[config.mk]
export PLATFORM = sky130hd
export DESIGN_NAME = ysyx_23060187_pcgen
export DESIGN_NICKNAME = d
export VERILOG_FILES = /design/src/rtl/ysyx_23060187_pcgen_pkg.sv /design/src/rtl/ysyx_23060187_brcond.sv /design/src/rtl/ysyx_23060187_pcgen.sv
export SDC_FILE = /design/constraint.sdc
export NUM_CORES = 1
export LEC_CHECK = 0
export CAP_MARGIN = 0
export CORE_MARGIN = 3
export CORE_UTILIZATION = 30
export DETAILED_ROUTE_END_ITERATION = 8
export HOLD_SLACK_MARGIN = 0.02
export SYNTH_ARGS = -nofsm -noshare
export SYNTH_HDL_FRONTEND = slang
export SYNTH_SLANG_ARGS = --single-unit
[constraint.sdc]
create_clock -name clk -period 6.95 [get_ports clk]
set_input_delay 1.39 -clock clk [delete_from_list [all_inputs] [get_ports clk]]
set_output_delay 1.39 -clock clk [all_outputs]
set_load 0.05 [all_outputs]
[src/rtl/ysyx_23060187_pcgen_pkg.sv]
// Shared definitions for the PC generator and its branch-condition helper.
package ysyx_23060187_pcgen_pkg;

  localparam int unsigned ILEN = 4;

  localparam logic [2:0] F3_BEQ  = 3'b000;
  localparam logic [2:0] F3_BNE  = 3'b001;
  localparam logic [2:0] F3_BLT  = 3'b100;
  localparam logic [2:0] F3_BGE  = 3'b101;
  localparam logic [2:0] F3_BLTU = 3'b110;
  localparam logic [2:0] F3_BGEU = 3'b111;

  typedef enum logic [1:0] {
    ST_BOOT      = 2'd0,
    ST_RUN       = 2'd1,
    ST_TRAP_WAIT = 2'd2
  } state_t;

endpackage

[src/rtl/ysyx_23060187_brcond.sv]
// Combinational branch-condition evaluator; undefined funct3 values are not taken.
module ysyx_23060187_brcond
  import ysyx_23060187_pcgen_pkg::*;
#(
  parameter int unsigned XLEN = 32
) (
  input  logic [2:0]      funct3,
  input  logic [XLEN-1:0] src1,
  input  logic [XLEN-1:0] src2,
  output logic            taken
);

  always_comb begin
    taken = 1'b0;
    case (funct3)
      F3_BEQ:  taken = (src1 == src2);
      F3_BNE:  taken = (src1 != src2);
      F3_BLT:  taken = ($signed(src1) <  $signed(src2));
      F3_BGE:  taken = ($signed(src1) >= $signed(src2));
      F3_BLTU: taken = (src1 <  src2);
      F3_BGEU: taken = (src1 >= src2);
      default: taken = 1'b0;
    endcase
  end

endmodule

[src/rtl/ysyx_23060187_pcgen.sv]
// Fetch PC generator: sequential advance, epoch-filtered branch redirects,
// trap/mret redirects, and misaligned-target parking until a trap arrives.
module ysyx_23060187_pcgen
  import ysyx_23060187_pcgen_pkg::*;
#(
  parameter int unsigned     XLEN      = 32,
  parameter logic [XLEN-1:0] RESET_VEC = 'h8000_0000,
  parameter int unsigned     EPOCH_W   = 2,
  parameter int unsigned     IALIGN    = 32
) (
  input  logic               clk,
  input  logic               rst,
  output logic               pc_valid,
  input  logic               pc_ready,
  output logic [XLEN-1:0]    pc_out,
  output logic [EPOCH_W-1:0] pc_epoch,
  input  logic               br_valid,
  input  logic               br_is_jal,
  input  logic               br_is_jalr,
  input  logic               br_is_branch,
  input  logic [2:0]         br_funct3,
  input  logic [XLEN-1:0]    br_pc,
  input  logic [XLEN-1:0]    br_imm,
  input  logic [XLEN-1:0]    br_src1,
  input  logic [XLEN-1:0]    br_src2,
  input  logic [EPOCH_W-1:0] br_epoch,
  input  logic               trap_valid,
  input  logic [XLEN-1:0]    trap_vec,
  input  logic               mret_valid,
  input  logic [XLEN-1:0]    mepc,
  output logic               misalign_err,
  output logic [XLEN-1:0]    misalign_addr
);

  state_t              state, state_n;
  logic [XLEN-1:0]     pc_n, addr_n;
  logic [EPOCH_W-1:0]  epoch_n;
  logic                err_n;

  logic                cond_taken;
  logic                kind_ok, live, res_taken, misaligned;
  logic [XLEN-1:0]     sum_pc, sum_reg, target;

  ysyx_23060187_brcond #(.XLEN(XLEN)) u_brcond (
    .funct3 (br_funct3),
    .src1   (br_src1),
    .src2   (br_src2),
    .taken  (cond_taken)
  );

  assign kind_ok   = $onehot({br_is_jal, br_is_jalr, br_is_branch});
  assign live      = br_valid && (br_epoch == pc_epoch) && kind_ok;
  assign res_taken = live && (br_is_jal || br_is_jalr || (br_is_branch && cond_taken));

  assign sum_pc  = br_pc + br_imm;
  assign sum_reg = br_src1 + br_imm;
  assign target  = br_is_jalr ? {sum_reg[XLEN-1:1], 1'b0} : sum_pc;

  // 16-bit alignment can only fault on bit 0, which jalr has already cleared.
  assign misaligned = (IALIGN == 16) ? target[0] : target[1];

  assign pc_valid = (state == ST_RUN);

  always_comb begin
    state_n = state;
    pc_n    = pc_out;
    epoch_n = pc_epoch;
    err_n   = 1'b0;
    addr_n  = misalign_addr;
    case (state)
      ST_BOOT: state_n = ST_RUN;
      ST_RUN: begin
        if (trap_valid) begin
          pc_n    = trap_vec;
          epoch_n = pc_epoch + 1'b1;
        end else if (mret_valid) begin
          pc_n    = mepc;
          epoch_n = pc_epoch + 1'b1;
        end else if (res_taken) begin
          if (misaligned) begin
            err_n   = 1'b1;
            addr_n  = target;
            state_n = ST_TRAP_WAIT;
          end else begin
            pc_n    = target;
            epoch_n = pc_epoch + 1'b1;
          end
        end else if (pc_valid && pc_ready) begin
          pc_n = pc_out + XLEN'(ILEN);
        end
      end
      ST_TRAP_WAIT: begin
        if (trap_valid) begin
          pc_n    = trap_vec;
          epoch_n = pc_epoch + 1'b1;
          state_n = ST_RUN;
        end
      end
      default: state_n = ST_BOOT;
    endcase
  end

  always_ff @(posedge clk or posedge rst) begin
    if (rst) begin
      state         <= ST_BOOT;
      pc_out        <= RESET_VEC;
      pc_epoch      <= '0;
      misalign_err  <= 1'b0;
      misalign_addr <= '0;
    end else begin
      state         <= state_n;
      pc_out        <= pc_n;
      pc_epoch      <= epoch_n;
      misalign_err  <= err_n;
      misalign_addr <= addr_n;
    end
  end

endmodule

After elaboration in Yosys (flattened, before gate mapping). Cells that the tools add are included.

Output and inout bits: 68. Bits of input ports: 206. Register bits: 69.

Add/subtract/negate cells: 6. Eq/ne operators: 20. Mux-type cells: 26. Magnitude comparators: 4. Bitwise logic cells: 2. Reductions and logical operators: 14.

Operator list (number): $mux W32 (7); $add A32 B32 Y32 (2); $ge A32 B32 Y1 (2); $lt A32 B32 Y1 (2); $pmux W32 S2 (1); $add A32 B3 Y32 const B (1); $eq A32 B32 Y1 (1); $ne A32 B32 Y1 (1); $mux W2 (10); $eq A3 B3 Y1 const B (4); $reduce_and A5 Y1 (2); $reduce_and A4 Y1 (2); $ne A2 B2 Y1 const B (3); $pmux W1 S6 (1); $pmux W2 S3 (1); $logic_and A1 B1 Y1 (5); $mux W1 (5); $ne A5 B1 Y1 const B (1); $ne A5 B5 Y1 const B (1); $eq A2 B1 Y1 const B (2); $ne A2 B1 Y1 const B (2); $ne A4 B1 Y1 const B (1); $ne A4 B4 Y1 const B (1); $pmux W2 S2 (1); 11 further kinds (13).

Logic depth before layout (Yosys ltp). Gate-level depths: netlist (run 1).

Depth in word-level cells: 9. Mapped depth: 15. Depth with buffers taken out: 13.

By module. From an unflattened synthesis (run 1), not the netlist that was laid out.

Cell total of the unflattened synthesis: 1146. Area, all modules: 8770.9 um^2.

By module, submodules not included: ysyx_23060187_pcgen (times used 1, cells an instance 1018, area an instance 7847.5 um^2, seq. area each 1727.9 um^2); ysyx_23060187_brcond (times used 1, cells an instance 128, area an instance 923.4 um^2, seq. area each 0.0 um^2).

Least setup slack after synthesis (run 1). Ideal clock, no wire load.

Path type: in2reg. Start point: in br_is_jalr. End point: reg pc_out[2]. Stages on the path: 10. Required time: 6825 ps. Arrival time: 4250 ps. Setup slack: 2575 ps. Buffers on the path: 3. Cells stage by stage: buf_1 -> inv_1 -> clkbuf_1 -> fa_1 -> or4_1 -> a211oi_4 -> nand3_4 -> o2111ai_2 -> buf_4 -> mux2_2.

Longest elaborated chain between the ends: 9. Elaborated cells between the ends (all ways): 16. Classes of those cells: add/sub: 2; eq/ne: 3; mux: 6; reduce/logical: 5.

RTL lines: start, declared (line ysyx_23060187_pcgen.sv:19) `input logic br_is_jalr,`; $add A1 B1 Y2 (implied by the code) (line ysyx_23060187_pcgen.sv:51) `assign kind_ok = $onehot({br_is_jal, br_is_jalr, br_is_branch});`; $add A2 B1 Y2 (implied by the code) (line ysyx_23060187_pcgen.sv:51); $eq A2 B1 Y1 (line ysyx_23060187_pcgen.sv:51); $logic_and A1 B1 Y1 (line ysyx_23060187_pcgen.sv:52) `assign live = br_valid && (br_epoch == pc_epoch) && kind_ok;`; $logic_and A1 B1 Y1 (line ysyx_23060187_pcgen.sv:53) `assign res_taken = live && (br_is_jal || br_is_jalr || (br_is_branch && cond_taken));`; $mux W32 (line ysyx_23060187_pcgen.sv:79) `end else if (res_taken) begin`; $mux W32 (line ysyx_23060187_pcgen.sv:76) `end else if (mret_valid) begin`; $mux W32 (line ysyx_23060187_pcgen.sv:73) `if (trap_valid) begin`; $pmux W32 S2 (line ysyx_23060187_pcgen.sv:70) `case (state)`; end signal, assigned (line ysyx_23060187_pcgen.sv:112) `pc_out <= pc_n;`; end, declared (line ysyx_23060187_pcgen.sv:15) `output logic [XLEN-1:0] pc_out,`.

Parallel ways exist; a longest one is shown, timed or not. The select of a mux whose other input is x is not followed. A chain may end at the register's enable or synchronous reset.

Final worst setup path (run 1).
Start point: in br_src1[1]. End point: reg pc_out[2].

Longest elaborated chain between the ends: 9. Elaborated cells between the ends (all ways): 20. Classes of those cells: add/sub: 1; order compare: 4; eq/ne: 4; mux: 7; reduce/logical: 4.

RTL lines: start, declared (line ysyx_23060187_pcgen.sv:24) `input logic [XLEN-1:0] br_src1,`; $ge A32 B32 Y1 (tied with other cells) (line ysyx_23060187_brcond.sv:21) `F3_BGEU: taken = (src1 >= src2);`; $pmux W1 S6 (line ysyx_23060187_brcond.sv:15) `case (funct3)`; $logic_and A1 B1 Y1 (line ysyx_23060187_pcgen.sv:53); $logic_or A1 B1 Y1 (line ysyx_23060187_pcgen.sv:53); $logic_and A1 B1 Y1 (line ysyx_23060187_pcgen.sv:53); $mux W32 (line ysyx_23060187_pcgen.sv:79); $mux W32 (line ysyx_23060187_pcgen.sv:76); $mux W32 (line ysyx_23060187_pcgen.sv:73); $pmux W32 S2 (line ysyx_23060187_pcgen.sv:70).

Parallel ways exist; a longest one is shown, timed or not. The select of a mux whose other input is x is not followed.

==> results of run 1 <==
worst max-delay path, stage by stage:
cell	delay (ps)
clkdlybuf4s50_1	510
ha_1	340
nor2b_1	140
o211ai_1	110
a2111oi_0	450
o31ai_1	200
a31oi_1	360
mux2_4	350
a211oi_4	360
nand3_4	130
o2111ai_4	270
buf_4	490
mux2_2	380
power by group through the flow:
stage               clock network [mW]  registers [mW]  logic (mW)
floorplan                            0            1.15       0.747
global placement                     0           0.727        1.81
detailed placement                   0           0.731        1.82
CTS                              0.523           0.726        1.83
global route                     0.542           0.748        1.97
finish                           0.513           0.726        1.83
routing by layer:
layer	up-vias	share of wire
met1	3997	0.47
met4	0	0.021
met5	-	0
met3	31	0.064
li1	4346	-
met2	273	0.45
path summary, 6_finish.rpt:
kind | slack, ps | end | cells after the start | startpoint
min in group asynchronous | 1650 | pc_out[0] | 3 | rst
min | 480 | misalign_addr[1] | 1 | misalign_addr[1]
max in group asynchronous | 4690 | misalign_addr[13] | 3 | rst
max reg2reg | 3970 | pc_out[2] | 7 | state[1]
min reg2reg | 480 | misalign_addr[1] | 1 | misalign_addr[1]
max | 1660 | pc_out[2] | 13 | br_src1[1]
cells by family (layout without fill, tap and decap cells):
group                    after synthesis  count (layout)  synth area share
AO/OA/AOI/OAI                        354             354             0.277
XOR/XNOR                              89              89            0.0946
adder cells (fa/ha/maj)              100             100             0.155
buffers and inverters                107             359            0.0530
flip-flops                            69              69             0.210
multiplexers                          26              26            0.0334
AND/OR/NAND/NOR                      317             317             0.178
sequential cells by signal, indices dropped and copies added, names as in the netlist:
name / flops
misalign_addr: 32
misalign_err: 1
pc_out: 32
pc_epoch: 2
state: 2
layout make-up:
cell class / count / share of cell area
clock buffers: 11 / 0.0218
clock inverters: 5 / 0.00712
inverters: 63 / 0.0204
multi-input cells: 886 / 0.525
flip-flops and latches: 69 / 0.149
well taps: 341 / 0.0368
repair buffers: 280 / 0.239
placed cells by master (no fill, tap or decap), drive strengths merged, types with 11 or more instances in the layout:
master         synthesis  routed
and3                  14      14
nand3                 26      26
o211ai                11      11
nand2                135     135
o21ai                 88      88
nor2                  72      72
inv                   63      63
xor2                  33      33
a211oi                20      20
a21oi                 97      97
clkdlybuf4s50          0     271
ha                    97      97
xnor2                 56      56
a31oi                 13      13
mux2i                 17      17
dfrtp                 68      68
clkbuf                30      11
a21o                  33      33
nand4                 18      18
o31ai                 13      13
==> run_results.csv, run 1 <==
group,metric,value,unit
sta,hold_violations,0,
power,pwr-share-comb,0.596,
cells_and_area,multi_input_area,6090,sq um
cells_and_area,final_cells,1655,
routing,first_iter_violations,526,
cells_and_area,num-nets-final,1615,
worst_setup_path,path_max_fanout,43,
die,start_util,0.306,
synthesis,synth_most_common_cell,"nand2_1",
placed_design,placed_area,11300,sq um
grt,grt_max_degree,70,
synthesis,synth_common_cells,"nand2_1 (135), a21oi_1 (97), ha_1 (97)",
cts,clock_sinks,69,
cts,postCtsHoldBufs,0,
worst_setup_path,cp-end-kind,"register",
die,io_pins,274,
routing,drt-vias-per-instance,5.22,
routing,drc,0,
status,status,"complete, no violations",
placed_design,place_ws,1290,ps
power,finalPower,3.07,mW
routing,wl_per_cell,17.9,um
cts,cts_setup_buffers,0,
cells_and_area,post-route-util,0.430,
worst_setup_path,worst-setup-path-type,"in2reg",
placed_design,globalplace.congestion,0.843,
die,die_h,172,um
grt,use_met2,0.307,
synthesis,yosysWarnings,0,
grt,grt_busiest_layer,"met2",
sta,finalCriticalPeriod,5290,ps
placed_design,hpwl,24400,um
routing,dr.pass1.iters,5,
cts,clkTransAtPathRegs,60,ps
synthesis,ys_ff_latch,69,
min_path,hold_class,"reg2reg",
die,dieArea,29500,sq um
cts,clock-root-buffer,"clkbuf_16",
synthesis,synth.avg_cell_area,7.76,sq um
sta,fin_crit_sh,0.761,
synthesis,seq_area_frac_synth,0.210,
synthesis,synthArstFlopShare,1.00,
power,p_leak,5.01,nW
sta,layout_setup_ws,1660,ps
grt,grt.overflow.total,0,
cts,htreeDepth,3,
worst_setup_path,crit_required,7170,ps
sta,fin_setup_tns,0,ps
routing,vias,8647,
job,drv_cap,0,
sta,drv_slew,0,
cells_and_area,area_growth,40.7,%
grt,grtUsageMet3,0.0280,
sta,relSlewSlack,0.392,
synthesis,syn_area,8240,sq um
power,p_sw,1.46,mW
routing,drtAntennaViolNets,0,
sta,worst_pin_slew,913,ps
cells_and_area,fillCellCount,2718,
grt,grt_pass1_wl,45700,um
cells_and_area,final_area,11600,sq um
die,rows,60,
cells_and_area,drive_gt1_frac,0.0403,
power,seq_power_share,0.237,
grt,grtUsageTotal,0.194,
worst_setup_path,critPathLaunchType,"input pin",
grt,antenna_found_initial,0,
power,p_int,1.61,mW
power,p_clk_frac,0.167,
sta,fmax,189,MHz
cts,cts-buffers-inserted,9,
cells_and_area,antenna_cells,0,
placed_design,placed_cells,1639,
worst_setup_path,crit_arrival,5510,ps
synthesis,synth.area.top_cells,"dfrtp_1 (21%), ha_1 (15%), nand2_1 (6.1%)",
synthesis,yosys.area.top_type,"dfrtp_1",
cts,cts_tree,"done",
synthesis,synth_edf_count,0,
synthesis,syn_inst,1062,
power,power_density,264,nW/um^2
routing,routed_wl,29600,um
sta,rsz0062_at_grt,"false",
cts,cts_max_path_buffers,2,
sta,setup_violations,0,
synthesis,yosysUniqueCellTypes,69,
cells_and_area,seqCellArea,1730,sq um
cts,clk_latency,340,ps
grt,use_met1,0.278,
die,dieWidth,172,um
sta,fin_hold_ws,476,ps
synthesis,syn_nets,1368,
sta,fin_worst_skew,8.76,ps
power,peakVddDrop,131,uV
die,core_area,27000,sq um
power,swShare,0.476,
cts,cts-resized-gates,0,
grt,grt_pass1_vias,8373,
synthesis,yosysTopAreaCellShare,0.206,
placed_design,port_buffers,273,
synthesis,yosys_most_used_dff,"dfrtp_1",
(Power assumes the default switching activity.)
==> run 2: changes to the inputs <==
==> constraint.sdc (replaced) <==
create_clock -name clk -period 4.3 [get_ports clk]
set_input_delay 0.86 -clock clk [delete_from_list [all_inputs] [get_ports clk]]
set_output_delay 0.86 -clock clk [all_outputs]
set_load 0.05 [all_outputs]
==> run 2 against run 1 <==
Compared with the run above:
- final cell count increased by 7.3%
- clock skew fell by 0.71 ps
- combinational power is 78% higher
- non-clock buffer count grew 121
- worst hold slack better by 3.7 ps
- via count increased by 5.4%
- register-to-register slack worse by 2500 ps
- clock-buffer cell count grew 1
- critical path type unchanged
- highest routed layer unchanged
- first-iteration DRC count is 2.1% higher
- sequential share of layout area down 1.3 points
- power rose by 69%
==> run_results.csv, run 2 (same netlist as run 1, synthesis figures left out) <==
group,metric,value,unit
worst_setup_path,critPathLaunchType,"input pin",
die,dieWidth,172,um
status,status,"complete, no violations",
sta,worst_pin_slew,672,ps
worst_setup_path,cp-end-kind,"register",
min_path,holdCritStartpoint,"misalign_addr[4]",
cts,htreeDepth,3,
worst_setup_path,max_stage_delay,540,ps
cts,clock_sinks,69,
worst_setup_path,r2r_slack,1500,ps
grt,grtUsageTotal,0.195,
sta,fin_setup_tns,0,ps
cts,cts_max_path_buffers,2,
grt,grt.overflow.total,0,
cells_and_area,biggestRegsByFlops,"misalign_addr x32, pc_out x32",
cells_and_area,fillCellCount,2639,
die,dieArea,29500,sq um
sta,fin_crit_sh,0.976,
routing,routed_wl,30700,um
worst_setup_path,reg2reg_from,"pc_out[4]",
worst_setup_path,crit_start,"br_src1[13]",
power,p_leak,5.69,nW
power,peakVddDrop,194,uV
routing,wl_per_cell,17.3,um
worst_setup_path,worst-setup-path-type,"in2reg",
cells_and_area,antenna_cells,0,
cells_and_area,final_area,12700,sq um
routing,first_iter_violations,537,
cells_and_area,num-nets-final,1736,
sta,hold_violations,0,
die,io_pins,274,
grt,grt_pass1_wl,46100,um
sta,finalCriticalPeriod,4200,ps
die,core_area,27000,sq um
placed_design,port_buffers,273,
cells_and_area,post-route-util,0.473,
grt,grt_pass1_vias,8747,
power,power_density,407,nW/um^2
die,start_util,0.306,
sta,rsz0062_at_grt,"true",
routing,drtAntennaViolNets,0,
cells_and_area,drive_gt1_frac,0.132,
cells_and_area,final_common_cell,"clkdlybuf4s50_1",
cells_and_area,area_growth,54.5,%
placed_design,hpwl,25200,um
routing,drc,0,
routing,drt-vias-per-instance,5.13,
worst_setup_path,path_cells,"clkdlybuf4s50_1 > ha_4 > nand4_1 > buf_6 > nor2_4 > a221o_1 > o31ai_2 > buf_4 > a31oi_4 > mux2_4 > a211oi_4 > buf_12 > buf_6 > o2111ai_4 > a21o_1 > mux2_4",
sta,drv_slew,0,
cts,clkTransAtPathRegs,60,ps
worst_setup_path,path_buf_inv,5,
placed_design,globalplace.congestion,0.873,
cts,cts-buffers-inserted,9,
sta,fmax,238,MHz
placed_design,placed_area,12100,sq um
cts,clock-root-buffer,"clkbuf_16",
cts,postCtsHoldBufs,0,
min_path,hold_class,"reg2reg",
worst_setup_path,path_delay_family,"compound AO/OA/AOI/OAI gates",
grt,grt_max_degree,54,
sta,fin_hold_ws,479,ps
worst_setup_path,path_max_fanout,8,
job,drv_cap,0,
cts,cts_tree,"done",
die,rows,60,
worst_setup_path,crit_required,4520,ps
routing,dr.pass1.iters,5,
sta,fin_worst_skew,8.05,ps
sta,setup_violations,0,
worst_setup_path,crit_arrival,4420,ps
die,die_h,172,um
grt,antenna_found_initial,0,
sta,relSlewSlack,0.552,
cells_and_area,final_cell_mix,"clkdlybuf4s50_1 (270), nand2_1 (134), buf_4 (119), a21oi_1 (97), ha_1 (94)",
routing,vias,9113,
cts,clk_latency,340,ps
worst_setup_path,crit_slowest_cell,"clkdlybuf4s50_1",
## run 2: path summary, 6_finish.rpt
kind,cells past startpoint,end
worst max register to register,10,pc_out[29]
max in group asynchronous,3,pc_out[10]
min in group asynchronous,2,pc_out[1]
worst max-delay path,16,pc_out[0]
worst min-delay path,2,misalign_addr[4]
worst min register to register,2,misalign_addr[4]
## run 2: stage by stage
stage                     setup WS (ps)  cells  power, mW
after floorplan                     455   1062       3.07
after global placement             -540   1751       4.28
after detailed placement           -613   1751       4.31
after CTS                          16.8   1768       5.09
after global routing              -12.6   1776       5.48
final                               105   1776       5.18
## run 2: worst register-to-register path, cell delays in order, from the launching register on
cell      delay, ps
dfrtp_1         460
and3_1          200
and3_1          210
and3_1          250
nand3_1         210
nor2_1          440
nand3_1         170
xnor2_1         150
o311ai_0        320
a221oi_1        130
a21o_1          170
## run 2: timing repair
action	4_1_cts	5_1_grt
endpoints found under the setup margin	62	64
gates cloned	0	3
resized for setup	7	30
setup buffers	1	5
endpoints found under the hold margin	0	0
pin swaps	1	12
## run 2: routing by layer
metal,up-vias,global-route usage,part of all wire
met5,-,0,0
met3,21,0.0234,0.060
met2,270,0.322,0.46
met4,0,0.0420,0.011
li1,4606,-,-
met1,4216,0.275,0.47
## run 2: area by class of cell
class / count / area, sq um / area share
Tap cell: 341 / 427 / 0.0335
Clock inverter: 4 / 47.5 / 0.00373
Sequential cell: 69 / 1730 / 0.136
Inverter: 63 / 236 / 0.0186
Clock buffer: 12 / 246 / 0.0194
Timing Repair Buffer: 401 / 3790 / 0.298
Multi-Input combinational cell: 886 / 6250 / 0.491
## run 2: power breakdown
group | internal, mW | total, mW | switching (mW)
combinational | 1.40 | 3.25 | 1.84
clock | 0.464 | 0.755 | 0.291
sequential | 0.881 | 1.18 | 0.299
total | 2.75 | 5.18 | 2.43
